===== src/rtl/q_meas_sequencer_pkg.sv =====
// Shared definitions for the Q-tuning measurement path.
// The secant solver imports this package as well.
//   state_t       : sequencer state encoding
//   Q_TOL_DEFAULT : default convergence tolerance on |Q - desired|
//   err_w()       : width of the signed |a-b| datapath (one bit wider than the
//                   operands, so that max-min cannot wrap)
package q_meas_sequencer_pkg;

  typedef enum logic [2:0] {
    S_IDLE,
    S_WAIT_REQ,
    S_LOAD,
    S_SETTLE,
    S_MEASURE,
    S_REPORT,
    S_DONE
  } state_t;

  localparam int Q_TOL_DEFAULT = 30;

  function automatic int err_w(input int width);
    return width + 1;
  endfunction

endpackage


===== src/rtl/q_meas_sequencer_if.sv =====
// Solver <-> sequencer handshake.
//   req_valid/i_ref_req : solver offers the next I_REF code
//   req_ready           : sequencer can take a request
//   q_out/q_ready       : measured Q, with a one-cycle valid pulse
// master = solver side, slave = sequencer side.
interface q_meas_sequencer_if #(
  parameter int WIDTH = 10
);
  logic             req_valid;
  logic [WIDTH-1:0] i_ref_req;
  logic             req_ready;
  logic [WIDTH-1:0] q_out;
  logic             q_ready;

  modport master (output req_valid, i_ref_req, input req_ready, q_out, q_ready);
  modport slave  (input req_valid, i_ref_req, output req_ready, q_out, q_ready);
endinterface


===== src/rtl/q_meas_sequencer_q_err_check.sv =====
// Combinational tolerance check: within_tol = |a - b| < TOL.
// Operands are unsigned; the difference is formed one bit wider and signed, so
// the magnitude never wraps (0 vs 2^WIDTH-1 gives 2^WIDTH-1).
//   a, b       : WIDTH-bit unsigned operands
//   within_tol : 1 when the absolute difference is strictly below TOL
module q_err_check
  import q_meas_sequencer_pkg::*;
#(
  parameter int WIDTH = 10,
  parameter int TOL   = Q_TOL_DEFAULT
) (
  input  logic [WIDTH-1:0] a,
  input  logic [WIDTH-1:0] b,
  output logic             within_tol
);
  localparam int EW = err_w(WIDTH);

  logic signed [EW-1:0] diff;
  logic        [EW-1:0] mag;

  always_comb begin
    diff       = $signed({1'b0, a}) - $signed({1'b0, b});
    mag        = diff[EW-1] ? $unsigned(-diff) : $unsigned(diff);
    within_tol = (mag < EW'(TOL));
  end
endmodule


===== src/rtl/q_meas_sequencer.sv =====
// One Q-tuning measurement per solver request:
//   accept I_REF -> load DAC -> settle -> trigger measurement -> report Q.
// Ends the run on tolerance, iteration cap, or measurement timeout.
// Ports:
//   clk, rst            : clock, asynchronous active-low reset
//   start, desired_q    : begin a run (IDLE only), target Q
//   sbus                : solver handshake (request in, q_out/q_ready out)
//   dac_code, dac_load  : bias DAC code and one-cycle strobe
//   meas_start          : one-cycle measurement trigger
//   meas_done, meas_q   : front-end result
//   busy, done          : run status (done holds until next start)
//   converged, timeout_err : run outcome, valid with done
//   iter_cnt            : measurements completed this run
module q_meas_sequencer
  import q_meas_sequencer_pkg::*;
#(
  parameter int WIDTH         = 10,
  parameter int TOL           = Q_TOL_DEFAULT,
  parameter int SETTLE_CYCLES = 16,
  parameter int MEAS_TIMEOUT  = 1024,
  parameter int MAX_ITER      = 32,
  parameter int CNT_W         = 11,
  localparam int IT_W         = $clog2(MAX_ITER + 1)
) (
  input  logic              clk,
  input  logic              rst,
  input  logic              start,
  input  logic [WIDTH-1:0]  desired_q,
  q_meas_sequencer_if.slave sbus,
  output logic [WIDTH-1:0]  dac_code,
  output logic              dac_load,
  output logic              meas_start,
  input  logic              meas_done,
  input  logic [WIDTH-1:0]  meas_q,
  output logic              busy,
  output logic              done,
  output logic              converged,
  output logic              timeout_err,
  output logic [IT_W-1:0]   iter_cnt
);

  state_t           state;
  logic [WIDTH-1:0] des_q;
  logic [CNT_W-1:0] cnt;   // settle count, then reused as timeout count
  logic             in_tol;

  // Evaluated in REPORT, where q_out already holds the captured sample.
  q_err_check #(.WIDTH(WIDTH), .TOL(TOL)) u_err (
    .a         (sbus.q_out),
    .b         (des_q),
    .within_tol(in_tol)
  );

  always_ff @(posedge clk or negedge rst) begin
    if (!rst) begin
      state          <= S_IDLE;
      des_q          <= '0;
      cnt            <= '0;
      dac_code       <= '0;
      dac_load       <= 1'b0;
      meas_start     <= 1'b0;
      busy           <= 1'b0;
      done           <= 1'b0;
      converged      <= 1'b0;
      timeout_err    <= 1'b0;
      iter_cnt       <= '0;
      sbus.req_ready <= 1'b0;
      sbus.q_out     <= '0;
      sbus.q_ready   <= 1'b0;
    end else begin
      // Strobes are single-cycle by default.
      dac_load     <= 1'b0;
      meas_start   <= 1'b0;
      sbus.q_ready <= 1'b0;
      case (state)
        S_IDLE: if (start) begin
          des_q          <= desired_q;
          iter_cnt       <= '0;
          done           <= 1'b0;
          converged      <= 1'b0;
          timeout_err    <= 1'b0;
          busy           <= 1'b1;
          sbus.req_ready <= 1'b1;
          state          <= S_WAIT_REQ;
        end
        S_WAIT_REQ: if (sbus.req_valid) begin
          dac_code       <= sbus.i_ref_req;
          sbus.req_ready <= 1'b0;
          dac_load       <= 1'b1;
          state          <= S_LOAD;
        end
        S_LOAD: begin
          cnt   <= CNT_W'(SETTLE_CYCLES);
          state <= S_SETTLE;
        end
        // meas_done is deliberately ignored while settling.
        S_SETTLE: begin
          if (cnt == CNT_W'(1)) begin
            meas_start <= 1'b1;
            cnt        <= CNT_W'(MEAS_TIMEOUT);
            state      <= S_MEASURE;
          end else begin
            cnt <= cnt - 1'b1;
          end
        end
        // A result in the last counted cycle still wins; the cycle after
        // expiry is already DONE, so a late meas_done is dropped.
        S_MEASURE: begin
          if (meas_done) begin
            sbus.q_out <= meas_q;
            iter_cnt   <= iter_cnt + 1'b1;
            state      <= S_REPORT;
          end else if (cnt == CNT_W'(1)) begin
            timeout_err <= 1'b1;
            done        <= 1'b1;
            busy        <= 1'b0;
            state       <= S_DONE;
          end else begin
            cnt <= cnt - 1'b1;
          end
        end
        // q_ready is registered out of REPORT, landing two cycles after
        // meas_done and alongside req_ready (continue) or done (finish).
        S_REPORT: begin
          sbus.q_ready <= 1'b1;
          if (in_tol || iter_cnt == IT_W'(MAX_ITER)) begin
            converged <= in_tol;
            done      <= 1'b1;
            busy      <= 1'b0;
            state     <= S_DONE;
          end else begin
            sbus.req_ready <= 1'b1;
            state          <= S_WAIT_REQ;
          end
        end
        // busy already dropped on entry; start is not sampled here.
        S_DONE:  state <= S_IDLE;
        default: state <= S_IDLE;
      endcase
    end
  end
endmodule


===== src/flat_wrapper.sv =====
// flat-port wrapper written by rule: the top's interface ports become plain ports
module q_meas_sequencer_flat import q_meas_sequencer_pkg::*;
#(
  parameter int WIDTH         = 10,
  parameter int TOL           = Q_TOL_DEFAULT,
  parameter int SETTLE_CYCLES = 16,
  parameter int MEAS_TIMEOUT  = 1024,
  parameter int MAX_ITER      = 32,
  parameter int CNT_W         = 11,
  localparam int IT_W         = $clog2(MAX_ITER + 1)
)
  (clk, rst, start, desired_q, dac_code, dac_load, meas_start, meas_done, meas_q, busy, done, converged, timeout_err, iter_cnt, sbus_req_valid, sbus_i_ref_req, sbus_req_ready, sbus_q_out, sbus_q_ready);
  q_meas_sequencer_if #(.WIDTH(WIDTH)) sbus_i ();
  input  logic clk;
  input  logic rst;
  input  logic start;
  input  logic [WIDTH-1:0] desired_q;
  output logic [WIDTH-1:0] dac_code;
  output logic dac_load;
  output logic meas_start;
  input  logic meas_done;
  input  logic [WIDTH-1:0] meas_q;
  output logic busy;
  output logic done;
  output logic converged;
  output logic timeout_err;
  output logic [IT_W-1:0] iter_cnt;
  input wire logic [$bits(sbus_i.req_valid)-1:0] sbus_req_valid;
  input wire logic [$bits(sbus_i.i_ref_req)-1:0] sbus_i_ref_req;
  output wire logic [$bits(sbus_i.req_ready)-1:0] sbus_req_ready;
  output wire logic [$bits(sbus_i.q_out)-1:0] sbus_q_out;
  output wire logic [$bits(sbus_i.q_ready)-1:0] sbus_q_ready;
  assign sbus_i.req_valid = sbus_req_valid;
  assign sbus_i.i_ref_req = sbus_i_ref_req;
  assign sbus_req_ready = sbus_i.req_ready;
  assign sbus_q_out = sbus_i.q_out;
  assign sbus_q_ready = sbus_i.q_ready;
  q_meas_sequencer #(.WIDTH(WIDTH), .TOL(TOL), .SETTLE_CYCLES(SETTLE_CYCLES), .MEAS_TIMEOUT(MEAS_TIMEOUT), .MAX_ITER(MAX_ITER), .CNT_W(CNT_W)) u_core (.clk(clk), .rst(rst), .start(start), .desired_q(desired_q), .sbus(sbus_i), .dac_code(dac_code), .dac_load(dac_load), .meas_start(meas_start), .meas_done(meas_done), .meas_q(meas_q), .busy(busy), .done(done), .converged(converged), .timeout_err(timeout_err), .iter_cnt(iter_cnt));
endmodule

===== config.mk =====
export PLATFORM = sky130hd
export DESIGN_NAME = q_meas_sequencer_flat
export DESIGN_NICKNAME = d
export VERILOG_FILES = /design/src/rtl/q_meas_sequencer_pkg.sv /design/src/rtl/q_meas_sequencer_if.sv /design/src/rtl/q_meas_sequencer_q_err_check.sv /design/src/rtl/q_meas_sequencer.sv /design/src/flat_wrapper.sv
export SDC_FILE = /design/constraint.sdc
export NUM_CORES = 1
export LEC_CHECK = 0
export CAP_MARGIN = 10
export CORE_ASPECT_RATIO = 0.75
export CORE_MARGIN = 2
export CORE_UTILIZATION = 49
export CTS_CLUSTER_DIAMETER = 50
export DETAILED_ROUTE_END_ITERATION = 16
export DONT_BUFFER_PORTS = 1
export GPL_TIMING_DRIVEN = 0
export PLACE_DENSITY = 0.64
export SYNTH_ARGS = -nofsm -noshare
export SYNTH_HDL_FRONTEND = slang
export SYNTH_SLANG_ARGS = --single-unit

===== constraint.sdc =====
create_clock -name clk -period 3.7 [get_ports clk]
set_input_delay 0.37 -clock clk [delete_from_list [all_inputs] [get_ports clk]]
set_output_delay 0.37 -clock clk [all_outputs]
set_load 0.02 [all_outputs]

==> qor.yml, run 1 <==
run_status:
  status: "finished, final reports clean"
global_routing:
  grt_pass1_vias: 2486
  grt_busiest_layer: "met1"
  grt_use_met3_pct: 8.835
  gr-total-overflow: 0
  grt_util_met1_pct: 30.66
  gr-usage-met2_pct: 29.68
  antenna_found_initial: 0
  grt_pass1_wl_um: 12190
  grt_max_degree: 59
  track_usage_pct: 21.63
worst_hold_path:
  min_path_type: "primary input to register"
  worstHoldPathCells: 2
synthesis:
  synth_area_leader_cell: "dfrtp_1"
  avgSynthCellArea_um2: 9.550
  postSynthNetCount: 391
  synth_common_cells: "58 x dfrtp_1, 32 x nand2_1, 32 x o21ai_0"
  netlist_instances: 340
  synth_edf_count: 0
  synth_most_common_cell: "dfrtp_1"
  synth_top_cell_area_share_pct: 44.70
  async_reset_ff_share_pct: 100.0
  yosysWarnings: 0
  ys_seq_area_share_pct: 44.70
  ys_seq_elements: 58
  ys_types: 57
  synth_flop_cell: "dfrtp_1"
  synth.area.top_cells: "dfrtp_1 45%, mux2_2 7.6%, ha_1 5.8%, o21ai_0 4.9%, nand2_1 3.7%"
  syn-cell-area_um2: 3247
timing:
  max_clock_freq_ghz: 0.3062
  hold_viol: 0
  tightest_slew_ns: 0.7145
  fin_setup_tns_ns: 0
  setup_viol: 0
  rsz0062_at_grt: "no"
  clock-skew-final_ns: 0.006967
  timing.final.crit_share_pct: 88.27
  slew_violations: 0
  min_period_ns: 3.266
  slew_headroom_pct: 52.37
  layout_setup_ws_ns: 0.4339
critical_path:
  r2r_cells: 11
  end_kind: "register"
  cp_data_required_time_ns: 3.94
  cp_common_cell: "inv_1"
  worst_ep_arrival_time_ns: 3.51
  crit_buf_inv: 2
  max_stage_delay_ns: 0.46
  crit_type: "register to register"
  crit_chain: "inv_1, ha_1, inv_1, fa_1, xnor2_1, and3_1, nor3b_1, and4_1, o2111ai_1, a211o_1, a41o_1"
  slowest_stage: "dfrtp_1"
  cp-start-kind: "register"
  cp_max_fo: 5
  path_depth: 11
  ff2ff_setup_slack_ns: 0.43
  path_delay_family: "simple AND/OR/NAND/NOR gates"
clocking:
  cts_sinks: 58
  cts-root-buf: "clkbuf_8"
  clk_path_buf_depth: 2
  cts_setup_buffers: 0
  clk_pin_slew_ns: 0.07
  htree_levels: 3
  clock_latency_ns: 0.35
  cts_resized: 0
  tritoncts: "built"
  cts_hold_buf: 2
  cts_made_buffers: 9
placed_design:
  hpwl_um: 5308
  portBuffers: 0
  dp.cells: 421
  place_ws_ns: 0.4627
  place.gp.congestion: 0.8149
layout:
  n_fill_cell: 572
  drive_gt1_share_pct: 12.57
  fin_cells: 439
  seq_area_um2: 1451
  area_growth_pct: 10.52
  antennaDiodeCount: 0
  fin_nets: 404
  multiInputGateArea_um2: 1652
routing:
  drt-total-wl_um: 7321
  vias_per_cell: 5.895
  ant_nets: 0
  drtIter0Drc: 155
  drc: 0
  dr_total_vias: 2588
  wl_per_cell_um: 16.68
  firstDrtPassIters: 4
floorplanning:
  die_h_um: 74.50
  ioPinCount: 69
  coreArea_um2: 6350
  dieWidth_um: 98.00
  start_util_pct: 51.13
  num_rows: 25
  dieArea_um2: 7300
flow_run:
  cap_violations: 0
pwr:
  peakVddDrop_uv: 418.6
  p_per_area_nw_per_um2: 914.5
  power.leakage_uw: 0.001584
[metrics by stage]
| step | total power (µW) | area [µm²] | util, % | hold WS, ns |
|---|---|---|---|---|
| after floorplan | 2345 | 3247 | - | 0.07441 |
| after global placement | 2614 | 3348 | 52.73 | 0.07557 |
| after detailed placement | 2668 | 3348 | 52.73 | 0.07557 |
| after CTS | 3298 | 3588 | 56.51 | 0.1282 |
| after global routing | 3566 | 3588 | 56.51 | 0.1460 |
| final | 3281 | 3588 | 56.51 | 0.1426 |
[registers in the layout (all words and copies together) (netlist names), 3 cells and up]
register	count
u_core.cnt	11
u_core.dac_code	10
u_core.des_q	10
u_core.sbus.q_out	10
u_core.iter_cnt	6
u_core.state	3
[layer usage]
layer,vias up,wire [µm]
met5,-,0
met4,0,91
met3,8,667
met2,89,2954
met1,1237,3607
li1,1254,-
[cells by family (layout without fill, tap and decap cells)]
kind of cell	count (synthesis)	after routing	synth area share [%]
adders and majority gates	16	16	6.397
muxes	25	25	8.555
AOI/OAI and AO/OA	93	93	18.73
xor gates and xnor gates	9	9	2.428
buffers and inverters	38	56	4.431
DFF	58	58	44.70
and+or+nand+nor	101	101	14.76
[worst register-to-register path: stages (launching register included)]
cell and delay, ns:
dfrtp_1 0.46, inv_1 0.11, ha_1 0.17, inv_1 0.05, fa_1 0.40, xnor2_1 0.33, and3_1 0.25, nor3b_1 0.33
and4_1 0.25, o2111ai_1 0.13, a211o_1 0.41, a41o_1 0.26
[cells in the final DEF (no fill, tap or decap), drive strengths merged, types with 3 or more instances in the layout]
cell type	n
dfrtp	58
nand2	32
o21ai	32
nor2	28
inv	27
mux2	22
a21oi	22
clkbuf	20
ha	15
nor3	10
a31oi	7
and3	5
o22ai	5
nand4	5
xnor2	5
nand2b	4
a21o	4
xor2	4
nand3	3
mux2i	3
clkinvlp	3
or2	3
[worst paths after layout]
| path | from | end |
|---|---|---|
| setup / recovery | u_core.sbus.q_out[0] | u_core.busy |
| hold / removal | desired_q[7] | u_core.des_q[7] |
| setup reg to reg | u_core.sbus.q_out[0] | u_core.busy |
| hold reg to reg | u_core.cnt[10] | u_core.cnt[10] |
| max in group asynchronous | rst | u_core.sbus.q_out[7] |
| min in group asynchronous | rst | u_core.des_q[2] |
[area by class of cell]
type                            instances  share of cell area (%)
Tap cell                               81                   2.824
Buffer                                 12                   1.290
Clock inverter                          7                   2.197
Inverter                               26                   2.720
Sequential cell                        58                   40.45
Timing Repair Buffer                    2                   1.046
Multi-Input combinational cell        244                   46.03
Clock buffer                            9                   3.452
[where the power goes]
part	leakage [µW]	total, µW	switching (µW)	internal (µW)
clock network	0.0000921	595	281	315
registers	0.000730	1120	276	845
logic	0.000763	1560	931	634
No activity file was read; power rests on OpenSTA's default activity.
==> inputs of run 2 (changes only) <==
PLACE_DENSITY = default   (was 0.64)
PLACE_DENSITY_LB_ADDON = 0.25   (was default)
REMOVE_ABC_BUFFERS = 1   (was default)
==> run 2 against run 1 <==
Register-to-register slack got worse by 0.03 ns. Combinational power fell by 3%. Non-clock buffer count decreased by 12. Largest power group unchanged. Sequential power about the same. Hold slack barely moved. Clock-buffer cell count is the same. Global-route usage is 2.0 points lower. Final cell count is 2.7% lower.
==> qor.yml, run 2 (synthesized netlist as in run 1, its figures left out) <==
layout:
  drive_gt1_share_pct: 12.72  # +0.15 points
  fin_nets: 392  # -3.0%
  largest-register: "u_core.cnt"
  antennaDiodeCount: 0  # unchanged
  multiInputGateArea_um2: 1652  # unchanged
  area_growth_pct: 10.52  # unchanged
  largest_reg_flops: 11  # unchanged
  final_core_util_pct: 56.51  # unchanged
  layout.cells.most_common: "dfrtp_1"
  seq_area_um2: 1451  # unchanged
  n_fill_cell: 561  # -1.9%
  final_cell_mix: "58 x dfrtp_1, 32 x nand2_1, 32 x o21ai_0, 28 x nor2_1, 26 x inv_1"
timing:
  max_clock_freq_ghz: 0.3035  # -0.89%
  min_period_ns: 3.295  # +0.02923 ns
  slew_violations: 0  # unchanged
  setup_viol: 0  # unchanged
  timing.final.crit_share_pct: 89.06  # +0.79 points
  slew_headroom_pct: 37.96  # -14 points
  tightest_slew_ns: 0.9305  # +0.2160 ns
  fin_setup_tns_ns: 0  # unchanged
  rsz0062_at_grt: "no"
  clock-skew-final_ns: 0.005204  # -0.001763 ns
  hold_viol: 0  # unchanged
floorplanning:
  ioPinCount: 69  # unchanged
  start_util_pct: 51.13  # unchanged
  die_h_um: 74.50  # unchanged
  dieArea_um2: 7300  # unchanged
  dieWidth_um: 98.00  # unchanged
  coreArea_um2: 6350  # unchanged
  num_rows: 25  # unchanged
placed_design:
  place.gp.congestion: 0.8538  # +4.8%
  hpwl_um: 4829  # -9.0%
  portBuffers: 0  # unchanged
clocking:
  cts_sinks: 58  # unchanged
  clock_latency_ns: 0.34  # about the same
  clk_path_buf_depth: 2  # unchanged
  cts_made_buffers: 9  # unchanged
  cts_setup_buffers: 0  # unchanged
  tritoncts: "built"
  htree_levels: 3  # unchanged
  cts-root-buf: "clkbuf_8"
  clk_pin_slew_ns: 0.07  # about the same
routing:
  highest_layer: "met4"
  drt-total-wl_um: 6828  # -6.7%
  dr_total_vias: 2520  # -2.6%
  drtIter0Drc: 144  # -7.1%
  drc: 0  # unchanged
  wl_met1_um: 3446  # -4.5%
  wl_met2_um: 2858  # -3.2%
  wl_per_cell_um: 15.99  # -4.1%
  firstDrtPassIters: 6  # +2
  vias_per_cell: 5.902  # +0.11%
  ant_nets: 0  # unchanged
  met3WireLength_um: 474  # -29%
critical_path:
  crit_buf_inv: 2  # unchanged
  slowest_stage: "dfrtp_1"
  worst_ep_arrival_time_ns: 3.53  # +0.02 ns
  cp_max_fo: 5  # unchanged
  path_delay_family: "simple AND/OR/NAND/NOR gates"
  crit_type: "register to register"
  max_stage_delay_ns: 0.46  # about the same
  end_kind: "register"
  cp_data_required_time_ns: 3.93  # about the same
  crit_chain: "inv_1, ha_1, inv_1, fa_1, xnor2_1, and3_1, nor3b_1, and4_1, o2111ai_1, a211o_1, a41o_1"
  cp-start-kind: "register"
  cp_common_cell: "inv_1"
pwr:
  peakVddDrop_uv: 385.2  # -8.0%
  power.leakage_uw: 0.001600  # +0.96%
  p_per_area_nw_per_um2: 946.5  # +3.5%
global_routing:
  antenna_found_initial: 0  # unchanged
  grt_max_degree: 59  # unchanged
  gr-total-overflow: 0  # unchanged
  grt_pass1_wl_um: 11230  # -7.9%
  track_usage_pct: 19.58  # -2.0 points
  grt_pass1_vias: 2338  # -6.0%
worst_hold_path:
  min_path_type: "primary input to register"
flow_run:
  cap_violations: 0  # unchanged
run_status:
  status: "finished, final reports clean"
==> run 2: final cells by class <==
class / count / area share [%]
inverters: 26 / 2.720
well taps: 81 / 2.824
multi-input cells: 244 / 46.03
clock buffers: 9 / 3.452
repair buffers: 2 / 1.046
flip-flops and latches: 58 / 40.45
clock inverters: 7 / 3.487
==> run 2: layer usage <==
layer,track usage (%),up-vias
li1,-,1234
met1,27.02,1203
met2,29.00,79
met3,7.519,4
met4,5.710,0
met5,0,-
==> run 2: what timing repair did <==
action,in CTS,in global routing
resized for setup,0,0
endpoints found under the setup margin,0,0
endpoints found under the hold margin,58,0
hold buffers,2,0
==> run 2: stage by stage <==
stage	cells	total power, µW	hold slack, ns	setup WS [ns]	cell area [µm²]
3_3_place_gp	409	2592	0.07543	0.5103	3302
3_5_place_dp	409	2634	0.07547	0.4261	3302
4_1_cts	427	3397	0.1311	0.4041	3588
6_report	427	3396	0.1423	0.4047	3588
5_1_grt	427	3669	0.1428	0.1185	3588
2_1_floorplan	328	2333	0.07441	0.7788	3201
==> run 2: worst register-to-register path: cells and delay by family (launching register included) <==
kind            cells  cell delay (ns)
compound gates      3             0.80
xor+xnor            1             0.33
fa+ha+maj           2             0.58
buf+inv             2             0.17
flops               1             0.46
simple gates        3             0.85
==> run 2: worst paths after layout <==
check                                           from                    to  slack, ns  depth (start not counted)
worst max register to register  u_core.sbus.q_out[0]           u_core.busy       0.40                         11
min in group asynchronous                        rst  u_core.sbus.q_out[1]       0.58                          2
worst max-delay path            u_core.sbus.q_out[0]           u_core.busy       0.40                         11
max in group asynchronous                        rst     u_core.meas_start       2.88                          2
worst min register to register        u_core.cnt[10]        u_core.cnt[10]       0.49                          1
worst min-delay path                    desired_q[7]       u_core.des_q[7]       0.14                          2
==> run 2: power by group <==
group | leakage, µW | internal, µW | total [µW] | switching [µW]
registers | 0.000730 | 845 | 1140 | 296
clock network | 0.000124 | 454 | 732 | 278
logic | 0.000746 | 631 | 1520 | 893
total | 0.00160 | 1930 | 3400 | 1470
